$ cat src/rtl/tqvp_reg_arbiter_pkg.sv
// Shared types for the peripheral register-port arbiter: FSM encoding and bus width defaults.
// Latency: none (declarations only).
// Backpressure: not applicable.
package tqvp_pkg;

  typedef enum logic [1:0] {
    IDLE   = 2'd0,
    BUS_WR = 2'd1,
    BUS_RD = 2'd2
  } state_t;

  localparam int ADDR_W_DEF = 4;
  localparam int DATA_W_DEF = 8;

  // Width of a requester index; a single requester still needs one bit.
  function automatic int ptr_width(input int n);
    return (n > 1) ? $clog2(n) : 1;
  endfunction

endpackage

$ cat src/rtl/tqvp_reg_arbiter_rr_pick.sv
// Round-robin selector: first asserted req scanning upward from ptr+1, wrapping mod NUM_REQ.
// Latency: purely combinational.
// Backpressure: none; the caller decides whether the winner is consumed.
// Ports: req (request vector), ptr (last winner) -> win_oh (one-hot), win_idx, win_vld.
module tqvp_rr_pick #(
  parameter int NUM_REQ = 2,
  parameter int PTR_W   = 1
) (
  input  logic [NUM_REQ-1:0] req,
  input  logic [PTR_W-1:0]   ptr,
  output logic [NUM_REQ-1:0] win_oh,
  output logic [PTR_W-1:0]   win_idx,
  output logic               win_vld
);

  always_comb begin
    int cand;
    win_oh  = '0;
    win_idx = '0;
    win_vld = 1'b0;
    cand    = 0;
    // k runs to NUM_REQ so the last winner itself is considered last.
    for (int k = 1; k <= NUM_REQ; k++) begin
      cand = (int'(ptr) + k) % NUM_REQ;
      if (!win_vld && req[PTR_W'(cand)]) begin
        win_vld              = 1'b1;
        win_idx              = PTR_W'(cand);
        win_oh[PTR_W'(cand)] = 1'b1;
      end
    end
  end

endmodule

$ cat src/rtl/tqvp_reg_arbiter.sv
// Shares one peripheral register port between NUM_REQ requesters via req/gnt/ack, round-robin.
// Latency: req sampled at edge 0 -> gnt cycle 1, bus op cycle 2, ack (and rdata) cycle 3.
// Backpressure: requesters hold req until gnt; ena=0 blocks new grants but lets in-flight finish.
// Ports: clk/rst; ena; req/we/addr/wdata (packed per requester); gnt/ack/rdata back to
//        requesters; address/data_in/data_write/data_out to the peripheral; busy.
module tqvp_reg_arbiter
  import tqvp_pkg::*;
#(
  parameter int NUM_REQ = 2,
  parameter int ADDR_W  = ADDR_W_DEF,
  parameter int DATA_W  = DATA_W_DEF
) (
  input  logic                      clk,
  input  logic                      rst,
  input  logic                      ena,
  input  logic [NUM_REQ-1:0]        req,
  input  logic [NUM_REQ-1:0]        we,
  input  logic [NUM_REQ*ADDR_W-1:0] addr,
  input  logic [NUM_REQ*DATA_W-1:0] wdata,
  output logic [NUM_REQ-1:0]        gnt,
  output logic [NUM_REQ-1:0]        ack,
  output logic [DATA_W-1:0]         rdata,
  output logic [ADDR_W-1:0]         address,
  output logic [DATA_W-1:0]         data_in,
  output logic                      data_write,
  input  logic [DATA_W-1:0]         data_out,
  output logic                      busy
);

  localparam int PTR_W = ptr_width(NUM_REQ);

  state_t              state;
  logic [PTR_W-1:0]    ptr;
  logic [PTR_W-1:0]    cur_idx;
  logic                cur_we;
  logic                pend;       // bus op issued last cycle, ack due at this IDLE edge
  logic [ADDR_W-1:0]   lat_addr;
  logic [DATA_W-1:0]   lat_wdata;

  logic [NUM_REQ-1:0]  win_oh;
  logic [PTR_W-1:0]    win_idx;
  logic                win_vld;
  logic                win_we;
  logic [ADDR_W-1:0]   win_addr;
  logic [DATA_W-1:0]   win_wdata;

  tqvp_rr_pick #(
    .NUM_REQ (NUM_REQ),
    .PTR_W   (PTR_W)
  ) u_pick (
    .req     (req),
    .ptr     (ptr),
    .win_oh  (win_oh),
    .win_idx (win_idx),
    .win_vld (win_vld)
  );

  assign win_we    = we[win_idx];
  assign win_addr  = addr[int'(win_idx)*ADDR_W +: ADDR_W];
  assign win_wdata = wdata[int'(win_idx)*DATA_W +: DATA_W];

  // The bus cycle is driven from the BUS_* state's edge, so the FSM is already back in IDLE
  // while the strobe is on the bus; that IDLE edge both acks the old access and may grant
  // the next one, giving one access per two cycles.
  always_ff @(posedge clk or posedge rst) begin
    if (rst) begin
      state      <= IDLE;
      ptr        <= PTR_W'(NUM_REQ-1);
      cur_idx    <= '0;
      cur_we     <= 1'b0;
      pend       <= 1'b0;
      lat_addr   <= '0;
      lat_wdata  <= '0;
      gnt        <= '0;
      ack        <= '0;
      rdata      <= '0;
      address    <= '0;
      data_in    <= '0;
      data_write <= 1'b0;
      busy       <= 1'b0;
    end else begin
      gnt        <= '0;
      ack        <= '0;
      data_write <= 1'b0;
      busy       <= 1'b0;
      case (state)
        IDLE: begin
          if (pend) begin
            ack  <= NUM_REQ'(1) << cur_idx;
            pend <= 1'b0;
            if (!cur_we) rdata <= data_out;
          end
          if (ena && win_vld) begin
            gnt       <= win_oh;
            ptr       <= win_idx;
            cur_idx   <= win_idx;
            cur_we    <= win_we;
            lat_addr  <= win_addr;
            lat_wdata <= win_wdata;
            busy      <= 1'b1;
            state     <= win_we ? BUS_WR : BUS_RD;
          end
        end
        BUS_WR: begin
          address    <= lat_addr;
          data_in    <= lat_wdata;
          data_write <= 1'b1;
          pend       <= 1'b1;
          state      <= IDLE;
        end
        BUS_RD: begin
          address <= lat_addr;
          pend    <= 1'b1;
          state   <= IDLE;
        end
        default: state <= IDLE;
      endcase
    end
  end

endmodule
$ cat config.mk
export PLATFORM = sky130hd
export DESIGN_NAME = tqvp_reg_arbiter
export DESIGN_NICKNAME = d
export VERILOG_FILES = /design/src/rtl/tqvp_reg_arbiter_pkg.sv /design/src/rtl/tqvp_reg_arbiter_rr_pick.sv /design/src/rtl/tqvp_reg_arbiter.sv
export SDC_FILE = /design/constraint.sdc
export NUM_CORES = 1
export LEC_CHECK = 0
export ABC_AREA = 1
export CORE_ASPECT_RATIO = 2
export CORE_UTILIZATION = 49
export CTS_CLUSTER_DIAMETER = 60
export CTS_CLUSTER_SIZE = 25
export DETAILED_ROUTE_END_ITERATION = 10
export PLACE_DENSITY = 0.83
export SYNTH_ARGS = -nofsm -noshare
export SYNTH_HDL_FRONTEND = slang
export SYNTH_HIERARCHICAL = 1
export SYNTH_SLANG_ARGS = --single-unit
export TNS_END_PERCENT = 30
$ cat constraint.sdc
create_clock -name clk -period 2.75 [get_ports clk]
set_clock_uncertainty 0.15 [all_clocks]
set_input_delay 0.4125 -clock clk [delete_from_list [all_inputs] [get_ports clk]]
set_output_delay 0.4125 -clock clk [all_outputs]
set_load 0.02 [all_outputs]
; Word level (Yosys, flattened, before mapping)
; Cells that the tools add are included.
[word_totals]
register_bits = 44
output_inout_bits = 26
[op_classes]
add_sub_neg = 2
order_cmp = 5
eq_ne = 3
n_shift = 3
mux = 27
bitwise = 2
reduce_logical = 10
[ops]
columns = operator, n
row1 = $mux W2, 9
row2 = $shiftx A16 B5 Y8, 1
row3 = $mux W1, 15
row4 = $shiftx A8 B4 Y4, 1
row5 = $lt A1 B3 Y1 const B, 2
row6 = $logic_and A1 B1 Y1, 4
row7 = $reduce_and A3 Y1, 1
row8 = $add A1 B1 Y1 const B, 2
row9 = $demux W1 S1, 2
row10 = $eq A2 B1 Y1 const B, 1
row11 = $eq A2 B2 Y1 const B, 1
row12 = $ge A1 B1 Y1 const B, 2
row13 = $logic_not A2 Y1, 1
row14 = $lt A1 B2 Y1 const B, 1
row15 = $ne A2 B2 Y1 const B, 1
row16 = $or A2 B2 Y2, 1
row17 = $pmux W1 S2, 1
row18 = $reduce_and A2 Y1, 1
row19 = $reduce_bool A2 Y1, 1
row20 = $reduce_or A2 Y1, 1
row21 = $shl A1 B1 Y2 const A, 1
row22 = $logic_not A1 Y1, 1
row23 = $not A1 Y1, 1

; Depth between registers and ports, before layout
[logic_depth]
depth_word = 13
ltp_mapped = 9
ltp_nobuf = 7

; By module
; Netlist, hierarchy kept.
[by_module_without_submodules]
columns = module, instances, cells_per_inst, area_per_inst_um2
row1 = tqvp_reg_arbiter, 1, 232, 1976.9
row2 = tqvp_rr_pick, 1, 7, 36.3

; Worst setup path after synthesis
; OpenSTA, ideal clock, no wires.
[synth_timing]
path_kind = reg2reg
startpoint = register state[0]
endpoint = register lat_addr[0]
setup_time_ns = 0.116
arrival_time_ns = 1.118
t_required_ns = 2.484
setup_slack_ns = 1.366
stages_incl_launch_ff = 9
n_path_buf = 1
synth_period_minus_slack_ns = 1.384
path_cell_list = dfrtp_1 -> inv_1 -> ha_1 -> inv_2 -> nor2_8 -> inv_4 -> buf_6 -> nand2_1 -> nand2_1
[synth_between]
elab_chain_cells = 2
[synth_lines]
columns = item, line
row1 = from (decl), tqvp_reg_arbiter.sv:32  ; state_t state;
row2 = from (signal assigned), tqvp_reg_arbiter.sv:101  ; state <= win_we ? BUS_WR : BUS_RD;
row3 = $logic_not A2 Y1, tqvp_reg_arbiter.sv:86  ; case (state)
row4 = $reduce_and A2 Y1 (no line), --
row5 = to (signal assigned), tqvp_reg_arbiter.sv:98  ; lat_addr <= win_addr;
row6 = to (decl), tqvp_reg_arbiter.sv:37  ; logic [ADDR_W-1:0] lat_addr;
; Every way passes these cells.
; A chain may end at the register's enable or synchronous reset.

; Final worst setup path
[layout_timing]
startpoint = register data_in[3]
endpoint = output data_in[3]
[layout_lines]
columns = item, line
row1 = from (decl), tqvp_reg_arbiter.sv:24  ; output logic [DATA_W-1:0] data_in,
row2 = from (signal assigned), tqvp_reg_arbiter.sv:106  ; data_in <= lat_wdata;
; No word-level cell between the ends.

==> impl_metrics.toml <==
[clocking]
cts_setup_buffers = 0
clk_latency_ps = 290
clock-root-buffer = "clkbuf_8"
clk_pin_slew_ps = 80
numCtsBuffers = 5
cts_sinks = 44
htree_levels = 2
ctsHoldBuffers = 0
post_cts_resized = 0
clk_path_buf_depth = 2
cts_tree = "done"

[global_route]
grt_pass1_vias = 1547
grt_pass1_wl_um = 6220
antenna_found_initial = 0
grt.total_usage_pct = 19.7
grt_start_max_net_pins = 27
grt_overflow = 0

[timing]
setup_viol = 0
slew_headroom_pct = 66.2
timing.fmax_ghz = 0.547
fin_ws_ps = 921
tightest_slew_ps = 507
whs_ps = 284
rsz0062_at_grt = "no"
fin_crit_sh_pct = 66.5
hold_violations = 0
fin_tns_setup_ps = 0
final-max-slew-violation-count = 0
fin_crit_ps = 1830

[setup_path]
path_buf_inv = 1
max_stage_delay_ps = 620
path_delay_family = "buffers and inverters"
startpoint = "data_in[3]"
critPathLaunchType = "flop"
crit_fanout = 2
critPathKind = "reg2out"
crit_chain = "clkdlybuf4s50_1"
end_kind = "output pin"
critPathSlowestCell = "clkdlybuf4s50_1"
r2r_start = "state[1]"
arrival_ps = 1270
cp_data_required_time_ps = 2190

[placed_design]
port_buffers = 63
pre_cts_slack_ps = 777
place.gp.congestion = 0.844
place_area_mm2 = 0.00265
place_hpwl_um = 2900

[min_path]
min_from = "cur_idx"
min_path_type = "reg2reg"

[route]
dr.pass1.iters = 4
wl_per_cell_um = 10.3
antenna_left = 0
vias_per_cell = 4.56
drcViolationCount = 0
dr_total_vias = 1615
drt_iter0_markers = 29
finalWirelength_um = 3640

[floorplanning]
die_area_mm2 = 0.00438
rows = 32
initial_core_util_pct = 51.8
die_y_um = 92.7
die_x_um = 47.3
design.portCount = 65
core_mm2 = 0.00388

[logic_synthesis]
synth.largest_area_cell = "dfrtp_1"
seq_area_frac_synth_pct = 54.8
synth.cell_area_mm2 = 0.00201
synthesis.nets = 282
synth_cell_types = 22
synth-async-reset-ratio_pct = 100
ys_top_cells_by_area = "dfrtp_1 53%, nand2_1 20%, inv_1 6.2%"
synth_edf_count = 0
ys_ff_latch = 44
syn_area_per_cell_um2 = 8.42
synth_top_flop_cell = "dfrtp_1"
syn_inst = 239
synth.top_cell.area_share_pct = 53.4
ys_warn_count = 6

[outcome]
status = "complete, no violations"

[power]
p_leak_nw = 1.42
peakVddDrop_uv = 610
pwr_density_cell_mw_per_mm2 = 982

[layout]
n_antenna_cell = 0
area_growth_syn_to_layout_pct = 36.7
fin_nets = 345
num-fill-cells = 319
drive_gt1_share_pct = 9.24
fin_area_mm2 = 0.00275

[run]
drv_cap = 0
## cell usage after synthesis (2+ instances only)
master,instances
nand2_1,109
o21ai_0,14
nor3_1,2
ha_1,4
buf_4,2
inv_2,2
dfrtp_1,43
nand2_2,2
inv_1,33
nand3_1,2
buf_2,2
buf_6,5
nor2_1,3
o21ai_2,8
## per-stage QoR
stage / total power, mW / utilization [%] / cells
4_1_cts: 2.74 / 70.9 / 354
3_3_place_gp: 2.20 / 68.1 / 346
3_5_place_dp: 2.26 / 68.1 / 346
2_1_floorplan: 1.81 / - / 239
5_1_grt: 2.92 / 70.9 / 354
6_report: 2.70 / 70.9 / 354
## logic make-up after synthesis
logic type	count (synthesis)	share of synthesized area, %
flops	44	54.8
compound gates	23	7.21
other cells	1	0.186
fa+ha+maj	4	2.49
buf+inv	46	11.1
simple gates	121	24.3
## final cells by class
type	count	area [um^2]	area share (%)
clock inverter	2	35.0	1.27
clock buffer	6	72.6	2.64
inverter	36	138	5.00
multi-input combinational	149	688	25.0
sequential	44	1100	40.0
tap	51	63.8	2.32
timing repair buffer	66	653	23.7
## final timing paths
check	endpoint	slack, ps	cells past startpoint
setup reg to reg	rdata[1]	1090	5
hold / removal	ack[0]	280	1
hold reg to reg	ack[0]	280	1
min in group asynchronous	data_write	320	2
setup / recovery	data_in[3]	920	1
max in group asynchronous	ptr	1520	3
## registers in the layout, summed over array words and instances, names as in the netlist, 2 cells and up
| name | count |
|---|---|
| rdata | 8 |
| lat_wdata | 8 |
| lat_addr | 4 |
| gnt | 2 |
| state | 2 |
| data_in | 8 |
| ack | 2 |
| address | 4 |
## cells in the final DEF (no fill, tap or decap)
| master | n |
|---|---|
| conb_1 | 1 |
| ha_1 | 4 |
| inv_2 | 3 |
| nand2_2 | 2 |
| nand3_2 | 1 |
| clkdlybuf4s50_1 | 63 |
| inv_1 | 32 |
| o21ai_0 | 14 |
| nor2_2 | 1 |
| nand2_1 | 109 |
| bufinv_16 | 1 |
| dfrtp_1 | 43 |
| clkbuf_8 | 5 |
| clkinv_2 | 1 |
| o21ai_2 | 8 |
| dfstp_2 | 1 |
| nor2_1 | 3 |
| nand3_1 | 2 |
| nor2_8 | 1 |
| nor3_1 | 2 |
| inv_4 | 1 |
| buf_4 | 3 |
| clkbuf_1 | 1 |
| a21oi_1 | 1 |
## power by group
group / switching [mW] / internal, mW / total, mW
sequential: 0.132 / 0.921 / 1.05
combinational: 0.667 / 0.509 / 1.18
clock: 0.203 / 0.269 / 0.473
total: 1.00 / 1.70 / 2.70
## per-layer routing
metal	vias to the layer above	track usage [%]	part of all wire, %
li1	833	-	-
met1	724	20.1	37
met2	51	34.9	56
met3	7	4.09	4.5
met4	0	9.29	2.2
met5	-	0	0
(Power assumes the default switching activity.)
